File: src/rtl/iz_param_loader.sv
// Byte-serial loader for the Izhikevich neuron parameters (a, b, c, d).
// Frames are HEADER + eight big-endian data bytes + an XOR checksum. The four
// words are assembled in shadow registers and reach the outputs all at once,
// only after the checksum matches.
//
//   state  | meaning
//   -------+------------------------------------------------------------
//   IDLE   | waiting for HEADER; other bytes are accepted and dropped
//   LOAD   | collecting data bytes 0..7 into the shadow registers
//   CHECK  | next accepted byte is compared against the running XOR
//   COMMIT | single cycle, input stalled, shadow words copied to outputs
//
// The inter-byte timeout is a down-counter. Each accepted byte reloads it
// with TIMEOUT_CYCLES-1, and each idle cycle decrements it. An idle cycle
// that finds it already at zero is the TIMEOUT_CYCLES-th idle cycle, so the
// frame is aborted on that edge.
module iz_param_loader #(
   parameter logic [7:0]         HEADER         = 8'hA5,
   parameter int                 TIMEOUT_CYCLES = 1024,
   parameter logic signed [15:0] DEFAULT_A      = 16'sd1,
   parameter logic signed [15:0] DEFAULT_B      = 16'sd13,
   parameter logic signed [15:0] DEFAULT_C      = -16'sd4160,
   parameter logic signed [15:0] DEFAULT_D      = 16'sd512
) (
   input  logic        clk,
   input  logic        reset,
   input  logic [7:0]  data_in,
   input  logic        data_valid,
   output logic        in_ready,
   output logic [15:0] param_a,
   output logic [15:0] param_b,
   output logic [15:0] param_c,
   output logic [15:0] param_d,
   output logic        params_ready,
   output logic        load_busy,
   output logic        load_error
);

   localparam int TW = $clog2(TIMEOUT_CYCLES);
   localparam logic [TW-1:0] TMO_LOAD = TW'(TIMEOUT_CYCLES - 1);

   localparam logic [1:0] ST_IDLE   = 2'd0;
   localparam logic [1:0] ST_LOAD   = 2'd1;
   localparam logic [1:0] ST_CHECK  = 2'd2;
   localparam logic [1:0] ST_COMMIT = 2'd3;

   logic [1:0]      state_q, state_d;
   logic [2:0]      idx_q, idx_d;
   logic [7:0]      xor_q, xor_d;
   logic [TW-1:0]   tmo_q, tmo_d;
   logic [7:0][7:0] shadow_q, shadow_d;
   logic [15:0]     param_a_q, param_a_d;
   logic [15:0]     param_b_q, param_b_d;
   logic [15:0]     param_c_q, param_c_d;
   logic [15:0]     param_d_q, param_d_d;
   logic            ready_q, ready_d;
   logic            err_q, err_d;
   logic            accept;

   assign in_ready     = (state_q != ST_COMMIT);
   assign accept       = data_valid && in_ready;
   assign load_busy    = (state_q != ST_IDLE);
   assign load_error   = err_q;
   assign params_ready = ready_q;
   assign param_a      = param_a_q;
   assign param_b      = param_b_q;
   assign param_c      = param_c_q;
   assign param_d      = param_d_q;

   // Frame parsing, checksum, timeout and commit decisions.
   always_comb begin
      state_d   = state_q;
      idx_d     = idx_q;
      xor_d     = xor_q;
      tmo_d     = tmo_q;
      shadow_d  = shadow_q;
      param_a_d = param_a_q;
      param_b_d = param_b_q;
      param_c_d = param_c_q;
      param_d_d = param_d_q;
      ready_d   = ready_q;
      err_d     = err_q;
      case (state_q)
         ST_IDLE: begin
            tmo_d = TMO_LOAD;
            if (accept && data_in == HEADER) begin
               state_d = ST_LOAD;
               idx_d   = 3'd0;
               xor_d   = 8'h00;
               err_d   = 1'b0;
            end
         end
         ST_LOAD: begin
            if (accept) begin
               shadow_d[idx_q] = data_in;
               xor_d           = xor_q ^ data_in;
               idx_d           = idx_q + 3'd1;
               tmo_d           = TMO_LOAD;
               if (idx_q == 3'd7) state_d = ST_CHECK;
            end else if (tmo_q == '0) begin
               err_d   = 1'b1;
               state_d = ST_IDLE;
            end else begin
               tmo_d = tmo_q - TW'(1);
            end
         end
         ST_CHECK: begin
            if (accept) begin
               tmo_d = TMO_LOAD;
               if (data_in == xor_q) begin
                  state_d = ST_COMMIT;
               end else begin
                  err_d   = 1'b1;
                  state_d = ST_IDLE;
               end
            end else if (tmo_q == '0) begin
               err_d   = 1'b1;
               state_d = ST_IDLE;
            end else begin
               tmo_d = tmo_q - TW'(1);
            end
         end
         ST_COMMIT: begin
            param_a_d = {shadow_q[0], shadow_q[1]};
            param_b_d = {shadow_q[2], shadow_q[3]};
            param_c_d = {shadow_q[4], shadow_q[5]};
            param_d_d = {shadow_q[6], shadow_q[7]};
            ready_d   = 1'b1;
            tmo_d     = TMO_LOAD;
            state_d   = ST_IDLE;
         end
         default: state_d = ST_IDLE;
      endcase
   end

   // State registers with synchronous active-low reset.
   always_ff @(posedge clk) begin
      if (!reset) begin
         state_q   <= ST_IDLE;
         idx_q     <= 3'd0;
         xor_q     <= 8'h00;
         tmo_q     <= TMO_LOAD;
         shadow_q  <= '0;
         param_a_q <= DEFAULT_A;
         param_b_q <= DEFAULT_B;
         param_c_q <= DEFAULT_C;
         param_d_q <= DEFAULT_D;
         ready_q   <= 1'b0;
         err_q     <= 1'b0;
      end else begin
         state_q   <= state_d;
         idx_q     <= idx_d;
         xor_q     <= xor_d;
         tmo_q     <= tmo_d;
         shadow_q  <= shadow_d;
         param_a_q <= param_a_d;
         param_b_q <= param_b_d;
         param_c_q <= param_c_d;
         param_d_q <= param_d_d;
         ready_q   <= ready_d;
         err_q     <= err_d;
      end
   end

endmodule
File: config.mk
export PLATFORM = sky130hd
export DESIGN_NAME = iz_param_loader
export DESIGN_NICKNAME = d
export VERILOG_FILES = /design/src/rtl/iz_param_loader.sv
export SDC_FILE = /design/constraint.sdc
export NUM_CORES = 1
export LEC_CHECK = 0
export CORE_ASPECT_RATIO = 0.75
export CORE_MARGIN = 1.5
export CORE_UTILIZATION = 50
export DETAILED_ROUTE_END_ITERATION = 12
export PLACE_DENSITY = 0.7
export SLEW_MARGIN = 20
export SYNTH_ARGS = -nofsm -noshare
export SYNTH_HDL_FRONTEND = slang
export SYNTH_SLANG_ARGS = --single-unit
File: constraint.sdc
create_clock -name clk -period 3.4 [get_ports clk]
set_input_delay 0.68 -clock clk [delete_from_list [all_inputs] [get_ports clk]]
set_output_delay 0.68 -clock clk [all_outputs]
set_load 0.1 [all_outputs]
==> summary.md <==
| Metric | Value |
|---|---|
| Cells after synthesis | `around 620` |
| FF-to-FF End | `shadow_q[52]` |
| P_leak | `around 2.7 nW` |
| Count leader, synth | `dfxtp_1` |
| Pins Over Slew Limit | `0` |
| Outcome | `complete, no violations` |
| DP HPWL | `slightly below 9000 µm` |
| Area of the multi-input gates | `a little over 3000 µm²` |
| First-pass GRT wire length | `between 20000 and 25000 µm` |
| Post-synth EDFFs | `0` |
| Avg Synthesized Cell Area | `about 10 µm²` |
| Reg2reg start | `state_q[1]` |
| Remaining DRCs | `0` |
| Largest net degree at the start of global routing | `around 120` |
| Post-route setup TNS | `0 ns` |
| Post-DRT Antenna Nets | `0` |
| Final Critical Period | `2.62 ns` |
| Number of port buffers | `between 70 and 80` |
| Wirelength per Cell | `approximately 16 µm` |
| Layout Nets | `around 700` |
| Unrepaired setup endpoints after global routing | `false` |
| Pwr dens | `492 nW/µm²` |
| Gpl congestion | `0.889` |
| Layout Area Growth over Synthesis | `22.2%` |
| Peak supply drop | `around 0.00037 V` |
| Yosys Warn Count | `0` |
| Layout Cells excl Fill | `between 800 and 900` |
| Worst hold stages | `1` |
| Final core occ | `between 60% and 70%` |
| Htree depth | `4` |
| Worst-Skew Late Latency | `roughly 0.42 ns` |
| I/O Pins | `79` |
| Hold path start | `params_ready` |
| Final hold slack | `about 0.46 ns` |
| Vias after detailed routing | `4453` |
| Total CTS buffers | `17` |
| Root buffer cell | `clkbuf_16` |
| Final Total Pwr | `3.84 mW` |
| Initial DRC Count | `241` |
| Post-route clock period utilization | `between 70 and 80%` |
| Crit start category | `flop` |
| CP delay by family, top | `buffers and inverters` |
| CTS resizes | `0` |
| CTS clk-pin slew, worst paths | `approximately 0.060 ns` |
| CP arrival | `between 1.5 and 2 ns` |
| Crit-path max cell delay | `approximately 1.2 ns` |
| # hold bufs at CTS | `0` |
| Die Height | `just over 100 µm` |
| Clock Skew | `approximately 0.0058 ns` |
| Most used DFF post-synth | `dfxtp_1` |
| Area of the core | `roughly 12000 µm²` |
| Cells after DPL | `between 800 and 900` |
| Synthesis-stage register bit count | `~150` |
| Initial Util | `between 50 and 60%` |
| Clk buf depth | `2` |
| CP Capture Type | `primary output` |
| Initial antenna violation count | `0` |
| Drt pass-1 iters | `4` |
| TritonCTS Sinks | `around 150` |
| Final Cell Area | `roughly 7800 µm²` |
| Vias per inst | `around 5.2` |
| Actual slew at the worst max-slew pin | `0.980 ns` |
| CP cell instances | `clkdlybuf4s50_1` |
| Vias in the first global route | `around 4300` |
| Setup bufs post-CTS | `0` |
| Relative slew slack | `34.4%` |
| Syn Nets | `between 600 and 700` |
| Max-capacitance violation count | `0` |
| Total wire length | `~13000 µm` |
| Post-synthesis cell type count | `between 40 and 50` |
| Fill count | `1011` |
| CP max FO | `2` |
| Die span in x | `between 100 and 150 µm` |
| WHS Endpoint | `params_ready` |
| Final Hold Fails | `0` |
| Synth area leader | `dfxtp_1` |
| Place WS | `around 0.51 ns` |
| Area share of the largest cell type after synthesis | `47.9%` |
| CTS tree | `done` |
| Synth async-reset ratio | `0%` |
| Sequential cell area | `between 3000 and 4000 µm²` |
| Worst Slack Setup Final | `0.776 ns` |
| Syn Std Cell Area | `between 6000 and 7000 µm²` |
| Commonest cells in the netlist | `dfxtp_1, mux2i_1, nor2b_1` |
| Worst R2R Setup Slack | `~0.98 ns` |
| Max Freq | `roughly 380 MHz` |
| Register area share after synthesis | `a little under half` |
| Buffer and inverter count on the worst path | `1` |
| Gr usage total | `a little over a fifth` |
| Hold Crit Class | `flop to flop` |
| Row count | `35` |
| Layout cells sized above 1 | `a little over a tenth` |
| Ranking of synthesized cells by area | `dfxtp_1, mux2i_1, nor2b_1` |
| Placed Area | `7220 µm²` |
| Critical Path RT | `around 2.7 ns` |
| Inserted Diodes | `0` |
| Total grt overflow | `0` |
| Critical path class | `flop to primary output` |
| R2R depth | `8` |
| Final setup fails | `0` |
| Crit-path slowest cell | `clkdlybuf4s50_1` |
| Die area | `between 10000 and 15000 µm²` |
## layer usage
layer	up-vias	GRT usage (%)	wire [µm]
li1	2227	-	-
met2	115	34.0	6150
met1	2093	27.2	6480
met5	-	0	0
met3	18	4.93	597
met4	0	7.69	157
## worst reg2reg max path, stage by stage (launching register included)
cell and delay [ns]:
dfxtp_1 0.38, inv_1 0.14, ha_1 0.38, and3b_1 0.59, nand2_4 0.14, nor3b_2 0.20
buf_4 0.22, mux2i_1 0.22, nor2b_1 0.06
## where the power goes
group	internal, mW	leakage [nW]	switching (mW)
clock	1.14	0.281	0.727
sequential	1.80	1.23	0.00423
combinational	0.0644	1.22	0.105
total	3.00	2.73	0.837
## worst max-delay path by stage
| stage | end | depth (start not counted) | startpoint |
|---|---|---|---|
| 4_1_cts | param_c[8] | 1 | param_c[8] |
| 6_report | param_c[8] | 1 | param_c[8] |
| 3_5_place_dp | load_error | 6 | data_valid |
| 3_3_place_gp | load_error | 6 | data_valid |
| 2_1_floorplan | load_error | 7 | state_q[0] |
| 5_1_grt | param_c[8] | 1 | param_c[8] |
## logic make-up after synthesis
kind of cell,after synthesis,share of synthesized area [%]
and+or+nand+nor,218,20.3
DFF,153,47.9
muxes,123,19.3
AOI/OAI and AO/OA,55,5.74
buffers and inverters,54,4.05
xor gates and xnor gates,8,1.10
adders and majority gates,8,1.57
## cell type report
class | instances | area share (%)
multi-input combinational | 412 | 39.5
sequential | 153 | 39.2
timing repair buffer | 91 | 10.7
clock buffer | 18 | 5.50
tap | 166 | 2.66
clock inverter | 13 | 1.99
inverter | 10 | 0.481
## placed cells by master, fill, tap and decap left out, drive strengths merged, types with 3 or more instances in the layout
master	n
nand3b	7
clkinv	7
xnor2	6
nor2	10
a31oi	4
o22ai	4
nand3	18
ha	8
nor2b	109
clkdlybuf4s50	60
nor4	3
a21boi	18
inv	10
clkbuf	18
nand2	46
o21ai	11
nor3b	3
bufinv	3
a21oi	12
dfxtp	153
nand2b	4
buf	31
mux2i	123
nor3	5
clkinvlp	3
## flip-flops by register name (all words and copies together), names as in the netlist
register / count
idx_q: 3
load_error: 1
param_a: 16
param_b: 16
param_c: 16
param_d: 16
params_ready: 1
shadow_q: 64
state_q: 2
tmo_q: 10
xor_q: 8
(Power assumes the default switching activity.)
